[config.mk]
export PLATFORM = sky130hd
export DESIGN_NAME = uart_tx_ctrl_flat
export DESIGN_NICKNAME = d
export VERILOG_FILES = /design/src/rtl/uart_tx_ctrl_pkg.sv /design/src/rtl/uart_tx_ctrl_if.sv /design/src/rtl/uart_tx_ctrl_fifo.sv /design/src/rtl/uart_tx_ctrl.sv /design/src/flat_wrapper.sv
export SDC_FILE = /design/constraint.sdc
export NUM_CORES = 1
export LEC_CHECK = 0
export CELL_PAD_IN_SITES_DETAIL_PLACEMENT = 1
export CELL_PAD_IN_SITES_GLOBAL_PLACEMENT = 1
export CORE_MARGIN = 5
export CORE_UTILIZATION = 43
export CTS_BUF_LIST = sky130_fd_sc_hd__clkbuf_2
export DETAILED_ROUTE_END_ITERATION = 16
export PLACE_DENSITY = 0.83
export REMOVE_ABC_BUFFERS = 1
export SLEW_MARGIN = 10
export SYNTH_ARGS = -nofsm -noshare
export SYNTH_HDL_FRONTEND = slang
export SYNTH_SLANG_ARGS = --single-unit
[constraint.sdc]
create_clock -name clk -period 2.3 [get_ports clk]
set_input_delay 0.46 -clock clk [delete_from_list [all_inputs] [get_ports clk]]
set_output_delay 0.46 -clock clk [all_outputs]
set_load 0.02 [all_outputs]
[src/rtl/uart_tx_ctrl_pkg.sv]
// Shared constants for the UART transmit controller: register map,
// status/control bit positions and the sequencer state encoding.
package uart_ctrl_pkg;

  localparam logic [1:0] REG_DATA  = 2'd0;
  localparam logic [1:0] REG_CTRL  = 2'd1;
  localparam logic [1:0] REG_DIVLO = 2'd2;
  localparam logic [1:0] REG_DIVHI = 2'd3;

  localparam int ST_ACTIVE = 7;
  localparam int ST_FULL   = 6;
  localparam int ST_EMPTY  = 5;
  localparam int ST_OVF    = 4;
  localparam int ST_ERR    = 3;

  localparam int CTRL_EN    = 0;
  localparam int CTRL_FLUSH = 1;
  localparam int CTRL_CLR   = 2;

  // Cycles the sequencer waits for UartTx to raise busy before flagging err.
  localparam int WAIT_BUSY_CYCLES = 2;

  typedef enum logic [1:0] {
    S_IDLE      = 2'd0,
    S_ISSUE     = 2'd1,
    S_WAIT_BUSY = 2'd2,
    S_WAIT_DONE = 2'd3
  } tx_state_e;

endpackage

[src/rtl/uart_tx_ctrl_if.sv]
// Bus pins and UartTx/baud-generator side of the transmit controller.
// master = CPU/system side, slave = the controller itself.
interface uart_tx_ctrl_if;
  logic        cs_n;
  logic        rw;
  logic [1:0]  addr;
  logic [7:0]  wdata;
  logic [7:0]  rdata;
  logic        rdata_oe;
  logic        tx_busy;
  logic [7:0]  tx_data;
  logic        tx_latch;
  logic [15:0] baud_div;

  modport master (
    output cs_n, rw, addr, wdata, tx_busy,
    input  rdata, rdata_oe, tx_data, tx_latch, baud_div
  );

  modport slave (
    input  cs_n, rw, addr, wdata, tx_busy,
    output rdata, rdata_oe, tx_data, tx_latch, baud_div
  );
endinterface

[src/rtl/uart_tx_ctrl_fifo.sv]
// Byte FIFO for the transmit controller. Pushes to a full FIFO and pops
// from an empty one are ignored; flush overrides both.
module tx_fifo
  import uart_ctrl_pkg::*;
#(
  parameter int DEPTH_LOG2 = 2
) (
  input  logic                clk,
  input  logic                rst_n,
  input  logic                i_push,
  input  logic [7:0]          i_wdata,
  input  logic                i_pop,
  input  logic                i_flush,
  output logic                o_full,
  output logic                o_empty,
  output logic [7:0]          o_head,
  output logic [DEPTH_LOG2:0] o_count
);

  localparam int                    DEPTH    = 1 << DEPTH_LOG2;
  localparam logic [DEPTH_LOG2:0]   FULL_CNT = (DEPTH_LOG2 + 1)'(DEPTH);
  localparam logic [DEPTH_LOG2:0]   CNT_ONE  = 1;
  localparam logic [DEPTH_LOG2-1:0] PTR_ONE  = 1;

  logic [7:0]            r_mem [DEPTH];
  logic [DEPTH_LOG2-1:0] r_wr_ptr;
  logic [DEPTH_LOG2-1:0] r_rd_ptr;
  logic [DEPTH_LOG2:0]   r_count;
  logic                  w_do_push;
  logic                  w_do_pop;

  assign o_full    = (r_count == FULL_CNT);
  assign o_empty   = (r_count == '0);
  assign o_head    = r_mem[r_rd_ptr];
  assign o_count   = r_count;
  // Full/empty are judged on the pre-update count, so a push into a full
  // FIFO is dropped even when a pop happens in the same cycle.
  assign w_do_push = i_push & ~o_full  & ~i_flush;
  assign w_do_pop  = i_pop  & ~o_empty & ~i_flush;

  always_ff @(posedge clk) begin
    if (w_do_push) r_mem[r_wr_ptr] <= i_wdata;
  end

  always_ff @(posedge clk or negedge rst_n) begin
    if (!rst_n) begin
      r_wr_ptr <= '0;
      r_rd_ptr <= '0;
      r_count  <= '0;
    end else if (i_flush) begin
      r_wr_ptr <= '0;
      r_rd_ptr <= '0;
      r_count  <= '0;
    end else begin
      if (w_do_push) r_wr_ptr <= r_wr_ptr + PTR_ONE;
      if (w_do_pop)  r_rd_ptr <= r_rd_ptr + PTR_ONE;
      if (w_do_push && !w_do_pop)      r_count <= r_count + CNT_ONE;
      else if (!w_do_push && w_do_pop) r_count <= r_count - CNT_ONE;
    end
  end

endmodule

[src/rtl/uart_tx_ctrl.sv]
// Bus-facing UART transmit controller: cs_n synchronizer, register file,
// transmit FIFO and the sequencer that hands bytes to UartTx.
module uart_tx_ctrl
  import uart_ctrl_pkg::*;
#(
  parameter int          DEPTH_LOG2  = 2,
  parameter logic [15:0] DIV_DEFAULT = 16'd1667
) (
  input logic          clk,
  input logic          rst_n,
  uart_tx_ctrl_if.slave bus
);

  logic                r_cs_s1, r_cs_s2, r_cs_s3;
  logic                w_strobe;
  logic                w_wr, w_wr_data, w_wr_ctrl, w_wr_divlo, w_wr_divhi;
  logic                w_flush, w_clr;
  logic                w_full, w_empty, w_pop;
  logic [7:0]          w_head;
  logic [DEPTH_LOG2:0] w_count;
  logic [2:0]          w_count3;
  logic [7:0]          w_status;
  logic [7:0]          w_rdata_nxt;

  logic                r_en, r_ovf, r_err;
  logic [7:0]          r_div_lo;
  logic [15:0]         r_baud_div;
  logic [7:0]          r_rdata;
  logic [7:0]          r_tx_data;
  logic                r_tx_latch;
  logic [0:0]          r_wait_cnt;
  tx_state_e           r_state;

  // cs_n is asynchronous: two flops for metastability, a third for the edge.
  always_ff @(posedge clk or negedge rst_n) begin
    if (!rst_n) begin
      r_cs_s1 <= 1'b1;
      r_cs_s2 <= 1'b1;
      r_cs_s3 <= 1'b1;
    end else begin
      r_cs_s1 <= bus.cs_n;
      r_cs_s2 <= r_cs_s1;
      r_cs_s3 <= r_cs_s2;
    end
  end

  assign w_strobe   = r_cs_s3 & ~r_cs_s2;
  assign w_wr       = w_strobe & ~bus.rw;
  assign w_wr_data  = w_wr & (bus.addr == REG_DATA);
  assign w_wr_ctrl  = w_wr & (bus.addr == REG_CTRL);
  assign w_wr_divlo = w_wr & (bus.addr == REG_DIVLO);
  assign w_wr_divhi = w_wr & (bus.addr == REG_DIVHI);
  assign w_flush    = w_wr_ctrl & bus.wdata[CTRL_FLUSH];
  assign w_clr      = w_wr_ctrl & bus.wdata[CTRL_CLR];
  assign w_pop      = (r_state == S_ISSUE);
  assign w_count3   = 3'(w_count);

  tx_fifo #(.DEPTH_LOG2(DEPTH_LOG2)) u_fifo (
    .clk     (clk),
    .rst_n   (rst_n),
    .i_push  (w_wr_data),
    .i_wdata (bus.wdata),
    .i_pop   (w_pop),
    .i_flush (w_flush),
    .o_full  (w_full),
    .o_empty (w_empty),
    .o_head  (w_head),
    .o_count (w_count)
  );

  always_comb begin
    w_status           = {5'b0, w_count3};
    w_status[ST_ACTIVE] = (r_state != S_IDLE);
    w_status[ST_FULL]   = w_full;
    w_status[ST_EMPTY]  = w_empty;
    w_status[ST_OVF]    = r_ovf;
    w_status[ST_ERR]    = r_err;
    w_rdata_nxt        = w_status;
    case (bus.addr)
      REG_CTRL:  w_rdata_nxt = {7'b0, r_en};
      REG_DIVLO: w_rdata_nxt = r_baud_div[7:0];
      REG_DIVHI: w_rdata_nxt = r_baud_div[15:8];
      default:   w_rdata_nxt = w_status;
    endcase
  end

  always_ff @(posedge clk or negedge rst_n) begin
    if (!rst_n) begin
      r_en       <= 1'b0;
      r_ovf      <= 1'b0;
      r_div_lo   <= '0;
      r_baud_div <= DIV_DEFAULT;
      r_rdata    <= '0;
    end else begin
      r_rdata <= w_rdata_nxt;
      if (w_wr_ctrl)  r_en <= bus.wdata[CTRL_EN];
      if (w_clr)                     r_ovf <= 1'b0;
      else if (w_wr_data && w_full)  r_ovf <= 1'b1;
      if (w_wr_divlo) r_div_lo <= bus.wdata;
      // Both halves change together so the baud generator never sees a torn value.
      if (w_wr_divhi) r_baud_div <= {bus.wdata, r_div_lo};
    end
  end

  always_ff @(posedge clk or negedge rst_n) begin
    if (!rst_n) begin
      r_state    <= S_IDLE;
      r_tx_latch <= 1'b0;
      r_tx_data  <= '0;
      r_err      <= 1'b0;
      r_wait_cnt <= '0;
    end else begin
      r_tx_latch <= 1'b0;
      if (w_clr) r_err <= 1'b0;
      case (r_state)
        S_IDLE: begin
          if (r_en && !w_empty && !bus.tx_busy) begin
            r_tx_data  <= w_head;
            r_tx_latch <= 1'b1;
            r_state    <= S_ISSUE;
          end
        end
        S_ISSUE: begin
          r_wait_cnt <= '0;
          r_state    <= S_WAIT_BUSY;
        end
        S_WAIT_BUSY: begin
          if (bus.tx_busy) begin
            r_state <= S_WAIT_DONE;
          end else if (r_wait_cnt == 1'(WAIT_BUSY_CYCLES - 1)) begin
            r_err   <= 1'b1;
            r_state <= S_IDLE;
          end else begin
            r_wait_cnt <= r_wait_cnt + 1'b1;
          end
        end
        S_WAIT_DONE: begin
          if (!bus.tx_busy) r_state <= S_IDLE;
        end
        default: r_state <= S_IDLE;
      endcase
    end
  end

  assign bus.rdata    = r_rdata;
  assign bus.rdata_oe = ~r_cs_s2 & bus.rw;
  assign bus.tx_data  = r_tx_data;
  assign bus.tx_latch = r_tx_latch;
  assign bus.baud_div = r_baud_div;

endmodule

[src/flat_wrapper.sv]
// flat-port wrapper written by rule: the top's interface ports become plain ports
module uart_tx_ctrl_flat import uart_ctrl_pkg::*;
#(
  parameter int          DEPTH_LOG2  = 2,
  parameter logic [15:0] DIV_DEFAULT = 16'd1667
)
  (clk, rst_n, bus_cs_n, bus_rw, bus_addr, bus_wdata, bus_tx_busy, bus_rdata, bus_rdata_oe, bus_tx_data, bus_tx_latch, bus_baud_div);
  uart_tx_ctrl_if bus_i ();
  input logic clk;
  input logic rst_n;
  input wire logic [$bits(bus_i.cs_n)-1:0] bus_cs_n;
  input wire logic [$bits(bus_i.rw)-1:0] bus_rw;
  input wire logic [$bits(bus_i.addr)-1:0] bus_addr;
  input wire logic [$bits(bus_i.wdata)-1:0] bus_wdata;
  input wire logic [$bits(bus_i.tx_busy)-1:0] bus_tx_busy;
  output wire logic [$bits(bus_i.rdata)-1:0] bus_rdata;
  output wire logic [$bits(bus_i.rdata_oe)-1:0] bus_rdata_oe;
  output wire logic [$bits(bus_i.tx_data)-1:0] bus_tx_data;
  output wire logic [$bits(bus_i.tx_latch)-1:0] bus_tx_latch;
  output wire logic [$bits(bus_i.baud_div)-1:0] bus_baud_div;
  assign bus_i.cs_n = bus_cs_n;
  assign bus_i.rw = bus_rw;
  assign bus_i.addr = bus_addr;
  assign bus_i.wdata = bus_wdata;
  assign bus_i.tx_busy = bus_tx_busy;
  assign bus_rdata = bus_i.rdata;
  assign bus_rdata_oe = bus_i.rdata_oe;
  assign bus_tx_data = bus_i.tx_data;
  assign bus_tx_latch = bus_i.tx_latch;
  assign bus_baud_div = bus_i.baud_div;
  uart_tx_ctrl #(.DEPTH_LOG2(DEPTH_LOG2), .DIV_DEFAULT(DIV_DEFAULT)) u_core (.clk(clk), .rst_n(rst_n), .bus(bus_i));
endmodule
==> reports/summary.txt, run 1 <==
setup violators final: 0
worst-path cell chain: clkdlybuf4s50_1
Non-Filler Instances: 411
Root Buffer: clkbuf_2
CTS Buf Count: 9
drt wl/cell: 19.26 um
worst hold path type: in2reg
synthesized flop and latch total: 89
CTS tree: built
Setup WS post-layout: 92.64 ps
final core occ: 0.5505
WHS: 320.9 ps
Max Cap Viol: 0
# diodes: 0
postcts setup bufs: 0
Via Count: 2195
Crit. End Element: output pin
first-pass GRT wire length: 13.13 mm
Post-synth top flop: dfrtp_1
Final Hold Vio Count: 0
hpwl dp: 5.788 mm
Detail Route Antenna Nets: 0
Clock transition at path regs: 250 ps
total congestion overflow: 0
Row Count: 33
Area Overhead vs Synth: 25.04%
cells after synthesis: 227
Pleak: 1.846 nW
Initial DRC Count: 85
final WL: 7.917 mm
final net count: 321
core area: 0.008217 mm2
CP arrival: 1750 ps
die height: 101.7 um
part of the cycle the worst path needs: 0.9597
Setup CP Type: reg2out
unrepaired setup endpoints after global routing: false
vias in the first global route: 2500
commonest non-fill, non-tap cells in the layout: 49 x dfrtp_1, 45 x clkdlybuf4s50_1, 40 x mux2_2
clock sinks: 89
pre-CTS setup slack: -296.6 ps
Max Slew Vio Count: 0
Netlist cell types: 37
Multi-input gate area: 0.001166 mm2
cell family with most CP delay: flip-flops
overall power: 4.527 mW
Async SR Flop Fraction: 0.6404
Power Density: 1001 mW/mm2
Max Clk Rate: 453.0 MHz
Pre-antenna DRT Iters: 4
slowest cell on the critical path: dfstp_2
IO buf count: 48
DRC: 0
maximum VDD drop: 0.4948 mV
Avg Inst Size Synth: 15.93 um2
clk_lat worst skew: 530 ps
Clock Skews: 29.61 ps
status: completed
clock buffer depth: 2
Post-synth EDFFs: 32
final RePlAce weighted congestion: 0.7491
Mapped Area: 0.003617 mm2
total track usage: 0.1692
CP max FO: 3
initial antenna violation count: 0
crit start category: flop
synthesis warning total: 0
worst-margin pin slew: 601.0 ps
Slowest Stage Delay on Critical Path: 610 ps
I/O pin count: 49
Sequential Area: 0.002397 mm2
pin count of the biggest net entering global routing: 36
H-tree Lvls: 3
post-route minimum period: 2207 ps
Req. time, crit path: 1840 ps
dpl cells: 394
share of layout cells above drive strength 1: 0.3170
DIE WIDTH: 101.7 um
commonest non-fill, non-tap cell in the layout: dfrtp_1
Via density: 5.341
DIE AREA: 0.01035 mm2
Initial Util: 0.4402
sequential fraction of the synthesis area: 0.6627
Buf/Inv on CP: 1
Fillers: 817
max_slew headroom: 0.5993
## sequential cells by signal, indices dropped and copies added, names as in the netlist
name and cells:
u_core.bus.tx_latch 1, u_core.r_cs_s3 1, u_core.r_cs_s1 1, u_core.r_state 2
u_core.r_en 1, u_core.bus.rdata 8, u_core.u_fifo.o_count 3, u_core.r_wait_cnt 1
u_core.r_div_lo 8, u_core.r_err 1, u_core.u_fifo.r_mem 32, u_core.u_fifo.r_rd_ptr 2
u_core.u_fifo.r_wr_ptr 2, u_core.r_cs_s2 1, u_core.bus.tx_data 8, u_core.bus.baud_div 16
u_core.r_ovf 1
## cell usage after synthesis (2+ instances only)
cell      number  area [um2]
dfrtp_1       49        1226
mux2_2        40       450.4
edfxtp_1      32       960.9
nand2_1       11       41.29
mux4_2         9       202.7
nor2_1         9       33.78
dfstp_2        8       210.2
a22o_1         6       52.55
and2_1         6       37.54
clkbuf_1       6       22.52
inv_1          6       22.52
nand3_1        5       25.02
o21ai_0        5       25.02
ha_1           4       50.05
mux2i_1        3       30.03
nor3_1         3       15.01
nor3b_1        3       22.52
nor2b_1        2       12.51
o31ai_1        2       15.01
## logic make-up after synthesis
| group | after synthesis | synth area share |
|---|---|---|
| compound gates | 21 | 0.04254 |
| xor+xnor | 2 | 0.004843 |
| fa+ha+maj | 5 | 0.01937 |
| buf+inv | 14 | 0.01487 |
| flops | 89 | 0.6627 |
| mux | 52 | 0.1889 |
| simple gates | 44 | 0.06676 |
## layout make-up
cell class / count / area share
Clock inverter: 7 / 0.01300
Sequential cell: 89 / 0.5300
Multi-Input combinational cell: 124 / 0.2578
Tap cell: 105 / 0.02905
Timing Repair Buffer: 71 / 0.1552
Clock buffer: 9 / 0.009959
Inverter: 6 / 0.004979
## timing repair
| action | CTS | global route |
|---|---|---|
| gates resized for setup | 1 | 1 |
| gates cloned | 0 | 0 |
| endpoints found under the hold margin | 21 | 0 |
| hold buffers | 1 | 0 |
| setup endpoints to repair | 1 | 1 |
## routing by layer
metal / global-route usage / share of wire / vias up / wire length (um)
met5: 0 / 0 / - / 0
met4: 0.05828 / 0.014 / 0 / 109
met3: 0.03030 / 0.032 / 13 / 257
met2: 0.2847 / 0.51 / 45 / 4026
met1: 0.2214 / 0.45 / 1148 / 3524
li1: - / - / 989 / -
## worst paths after layout
path	start	end	slack [ps]	cells past startpoint
min in group asynchronous	rst_n	u_core.bus.tx_data[7]	400	2
min	bus_cs_n	u_core.r_cs_s1	320	1
max reg2reg	u_core.r_cs_s3	u_core.u_fifo.o_count[2]	210	7
min reg2reg	u_core.r_cs_s1	u_core.r_cs_s2	380	0
max in group asynchronous	rst_n	u_core.bus.baud_div[10]	1240	3
max	u_core.bus.baud_div[9]	bus_baud_div[9]	90	1
## power breakdown
| group | switching (mW) | internal (mW) | leakage (nW) |
|---|---|---|---|
| combinational | 0.667 | 0.829 | 0.812 |
| sequential | 0.324 | 1.98 | 0.973 |
| clock | 0.569 | 0.162 | 0.0614 |
| total | 1.56 | 2.97 | 1.85 |
## through the flow
| stage | instance area [um2] | setup TNS [ps] |
|---|---|---|
| detailed placement | 4408 | -6414 |
| global placement | 4408 | -1692 |
| global route | 4523 | 0 |
| finish | 4523 | 0 |
| floorplan | 3586 | 0 |
| CTS | 4521 | 0 |
(Power assumes the default switching activity.)
==> inputs of run 2 (changes only) <==
Settings changed: RECOVER_POWER set to 50, TNS_END_PERCENT set to 20.
==> run 2 against run 1 <==
Power decreased by 0.32%. Critical path depth did not move. Largest power group unchanged. Final cell count unchanged. Non-clock buffer count is the same. Sequential power is essentially flat. Clock power barely moved. Wire length down 0.23%. Highest routed layer unchanged. Clock skew shrank 0.68 ps.
==> reports/summary.txt, run 2 (same netlist as run 1, synthesis figures left out) <==
status: completed
Hold Crit Depth: 0
Detail Route Antenna Nets: 0
IO buf count: 48
setup violators final: 0
Initial DRC Count: 59
drt wl/cell: 19.22 um
share of layout cells above drive strength 1: 0.2941
launch point of the worst reg-to-reg path: u_core.r_cs_s3
Hold Crit Start: u_core.r_cs_s1
Via Count: 2215
die height: 101.7 um
Via density: 5.389
vias in the first global route: 2500
CP max FO: 3
Pleak: 1.831 nW
Max Slew Vio Count: 0
final net count: 321
total track usage: 0.1692
Buf/Inv on CP: 1
Setup WS post-layout: 96.16 ps
Slowest Stage Delay on Critical Path: 610 ps
Area Overhead vs Synth: 24.35%
FF-to-FF setup slack: 180 ps
commonest non-fill, non-tap cells in the layout: 49 x dfrtp_1, 38 x mux2_2, 35 x clkdlybuf4s50_1
DIE WIDTH: 101.7 um
Row Count: 33
cell family with most CP delay: flip-flops
CTS tree: built
# diodes: 0
pre-CTS setup slack: -296.6 ps
slowest cell on the critical path: dfstp_2
DRC: 0
Max Cap Viol: 0
post-route minimum period: 2204 ps
Final Hold Vio Count: 0
overall power: 4.512 mW
DIE AREA: 0.01035 mm2
Setup TNS: 0 ps
Clock Skews: 28.93 ps
maximum VDD drop: 0.4941 mV
Crit. End Element: output pin
first-pass GRT wire length: 13.13 mm
Max Clk Rate: 453.8 MHz
final core occ: 0.5474
final RePlAce weighted congestion: 0.7491
WHS: 383.8 ps
Non-Filler Instances: 411
Pre-antenna DRT Iters: 4
Power Density: 1003 mW/mm2
Root Buffer: clkbuf_2
clk_lat worst skew: 530 ps
DP Area: 0.004408 mm2
post-route cell area: 0.004498 mm2
initial antenna violation count: 0
Initial Util: 0.4402
FF-to-FF End: u_core.u_fifo.o_count[2]
reg2reg path depth: 7
part of the cycle the worst path needs: 0.9582
worst-margin pin slew: 1279 ps
worst-path cell chain: clkdlybuf4s50_1
H-tree Lvls: 3
crit start category: flop
dpl cells: 394
commonest non-fill, non-tap cell in the layout: dfrtp_1
clock buffer depth: 2
max_slew headroom: 0.1476
hold path endpoint: u_core.r_cs_s2
postcts setup bufs: 0
core area: 0.008217 mm2
Clock transition at path regs: 250 ps
worst hold path type: reg2reg
final WL: 7.899 mm
unrepaired setup endpoints after global routing: false
critical path depth: 1
CP arrival: 1740 ps
Most flops, register: u_core.u_fifo.r_mem
total congestion overflow: 0
Req. time, crit path: 1840 ps
hpwl dp: 5.788 mm
clock sinks: 89
max reg flops: 32
CTS Buf Count: 9
I/O pin count: 49
pin count of the biggest net entering global routing: 36
Setup CP Type: reg2out
-- run 2: worst max path at each step --
stage | startpoint | to | slack [ps]
2_1_floorplan | bus_addr[1] | u_core.u_fifo.o_count[2] | 60
3_3_place_gp | bus_addr[1] | u_core.u_fifo.o_count[2] | -170
3_5_place_dp | bus_addr[1] | u_core.u_fifo.o_count[2] | -300
4_1_cts | u_core.bus.baud_div[1] | bus_baud_div[1] | 40
5_1_grt | u_core.bus.baud_div[7] | bus_baud_div[7] | 10
6_report | u_core.bus.baud_div[9] | bus_baud_div[9] | 100
-- run 2: metal layers --
layer / vias up / track usage / share of wire
li1: 991 / - / -
met1: 1157 / 0.2214 / 0.44
met2: 54 / 0.2847 / 0.50
met3: 13 / 0.03030 / 0.036
met4: 0 / 0.05828 / 0.015
met5: - / 0 / 0
-- run 2: what timing repair did --
action / CTS / global route
pin swaps: 0 / 0
hold buffers: 1 / 0
hold endpoints to repair: 21 / 0
gates resized for setup: 1 / 1
endpoints found under the setup margin: 1 / 1
-- run 2: report_power, final --
| part | leakage, nW | switching, mW | internal [mW] | total [mW] |
|---|---|---|---|---|
| clock network | 0.0614 | 0.570 | 0.162 | 0.732 |
| logic | 0.797 | 0.667 | 0.817 | 1.48 |
| registers | 0.972 | 0.322 | 1.98 | 2.30 |
| total | 1.83 | 1.56 | 2.95 | 4.51 |
-- run 2: cell type report --
| class | count | area, um2 |
|---|---|---|
| clock buffer | 9 | 45.04 |
| fill | 821 | 3719 |
| tap | 105 | 131.4 |
| inverter | 6 | 22.52 |
| sequential | 89 | 2397 |
| multi-input combinational | 124 | 1166 |
| timing repair buffer | 71 | 676.9 |
| clock inverter | 7 | 58.81 |
==> inputs of run 3 (changes only) <==
Settings changed: CELL_PAD_IN_SITES_GLOBAL_PLACEMENT 1 to 2, CORE_UTILIZATION 43 to 37, SKIP_LAST_GASP set to 1.
==> run 3 against run 2 <==
Sequential power about the same. Core utilization fell by 7.6 points. Wire length shrank 6.4%. Cell area increased by 1.1%. Non-clock buffer count up 3. Die area grew 15%. Clock power about the same. Critical path depth rose by 2. Worst hold slack got worse by 4.0 ps. Final cell count rose by 7.5%.
==> reports/summary.txt, run 3 (same netlist as run 1, synthesis figures left out) <==
CTS tree: built
final WL: 7.395 mm
CP arrival: 1760 ps
Clock transition at path regs: 240 ps
worst-path cell chain: clkdlybuf4s50_1 > nor2b_1 > clkdlybuf4s50_1
pin count of the biggest net entering global routing: 58
Via Count: 2133
Root Buffer: clkbuf_2
Slowest Stage Delay on Critical Path: 610 ps
Max Clk Rate: 451.2 MHz
Row Count: 36
vias in the first global route: 2365
Area Overhead vs Synth: 25.67%
Sequential Area: 0.002397 mm2
FF-to-FF setup slack: 210 ps
Pleak: 1.830 nW
Pre-antenna DRT Iters: 4
Clock Skews: 10.43 ps
Setup CP Type: in2out
worst-margin pin slew: 1446 ps
clock sinks: 89
unrepaired setup endpoints after global routing: true
CP max FO: 3
Fillers: 994
worst hold path type: reg2reg
Max Cap Viol: 0
WHS: 379.8 ps
status: completed
DRC: 0
# diodes: 0
Req. time, crit path: 1840 ps
Final Hold Vio Count: 0
DIE WIDTH: 108.9 um
Buf/Inv on CP: 2
Non-Filler Instances: 442
die height: 108.9 um
commonest non-fill, non-tap cell in the layout: dfrtp_1
Initial Util: 0.3753
slowest cell on the critical path: clkdlybuf4s50_1
crit start category: input port
I/O pin count: 49
hpwl dp: 5.512 mm
share of layout cells above drive strength 1: 0.3042
most used cell, CP: clkdlybuf4s50_1
commonest non-fill, non-tap cells in the layout: 49 x dfrtp_1, 38 x mux2_2, 37 x clkdlybuf4s50_1
Initial DRC Count: 62
cell family with most CP delay: buffers and inverters
Power Density: 986.4 mW/mm2
DIE AREA: 0.01185 mm2
first-pass GRT wire length: 12.11 mm
maximum VDD drop: 0.3731 mV
Most flops, register: u_core.u_fifo.r_mem
dpl cells: 424
Detail Route Antenna Nets: 0
max_slew headroom: 0.03594
clk_lat worst skew: 520 ps
initial antenna violation count: 0
max reg flops: 32
final net count: 324
IO buf count: 48
drt wl/cell: 16.73 um
DP Area: 0.004446 mm2
Max Slew Vio Count: 0
final RePlAce weighted congestion: 0.7603
post-route cell area: 0.004546 mm2
H-tree Lvls: 3
clock buffer depth: 2
Multi-input gate area: 0.001166 mm2
core area: 0.009639 mm2
total congestion overflow: 0
Via density: 4.826
setup violators final: 0
post-route minimum period: 2216 ps
Crit. End Element: output pin
part of the cycle the worst path needs: 0.9637
total track usage: 0.1366
CTS Buf Count: 9
-- run 3: layout make-up --
| cell class | instances | share of cell area |
|---|---|---|
| flip-flops and latches | 89 | 0.5274 |
| inverters | 6 | 0.004955 |
| multi-input cells | 124 | 0.2565 |
| clock inverters | 7 | 0.01404 |
| clock buffers | 9 | 0.009909 |
| well taps | 133 | 0.03661 |
| repair buffers | 74 | 0.1506 |
-- run 3: path summary, 6_finish.rpt --
check | from | end | cells after the start
min in group asynchronous | rst_n | u_core.bus.tx_data[7] | 3
hold reg to reg | u_core.r_cs_s1 | u_core.r_cs_s2 | 0
setup reg to reg | u_core.r_cs_s2 | u_core.u_fifo.o_count[2] | 7
max in group asynchronous | rst_n | u_core.bus.rdata[7] | 3
setup / recovery | bus_rw | bus_rdata_oe | 3
hold / removal | u_core.r_cs_s1 | u_core.r_cs_s2 | 0
-- run 3: through the flow --
step	power, mW	TNS, ps	utilization	setup WS (ps)
2_1_floorplan	3.111	0	-	60.63
5_1_grt	4.782	-0.1340	0.4716	-0.1340
3_5_place_dp	3.831	-2956	0.4612	-250.9
4_1_cts	4.576	0	0.4735	33.14
6_report	4.484	0	0.4716	83.54
3_3_place_gp	3.769	-2298	0.4612	-204.4
-- run 3: layer usage --
| layer | routed length, um | track usage |
|---|---|---|
| met5 | 0 | 0 |
| met4 | 150 | 0.06853 |
| met3 | 217 | 0.02546 |
| met2 | 3747 | 0.2268 |
| met1 | 3279 | 0.1709 |
-- run 3: report_power, final --
group	internal, mW	switching, mW
combinational	0.818	0.651
clock	0.166	0.568
sequential	1.98	0.306
-- run 3: what timing repair did --
action,4_1_cts,5_1_grt
resized for setup,0,0
hold endpoints to repair,49,0
endpoints found under the setup margin,0,2
hold buffers,1,0
buffers inserted,0,1
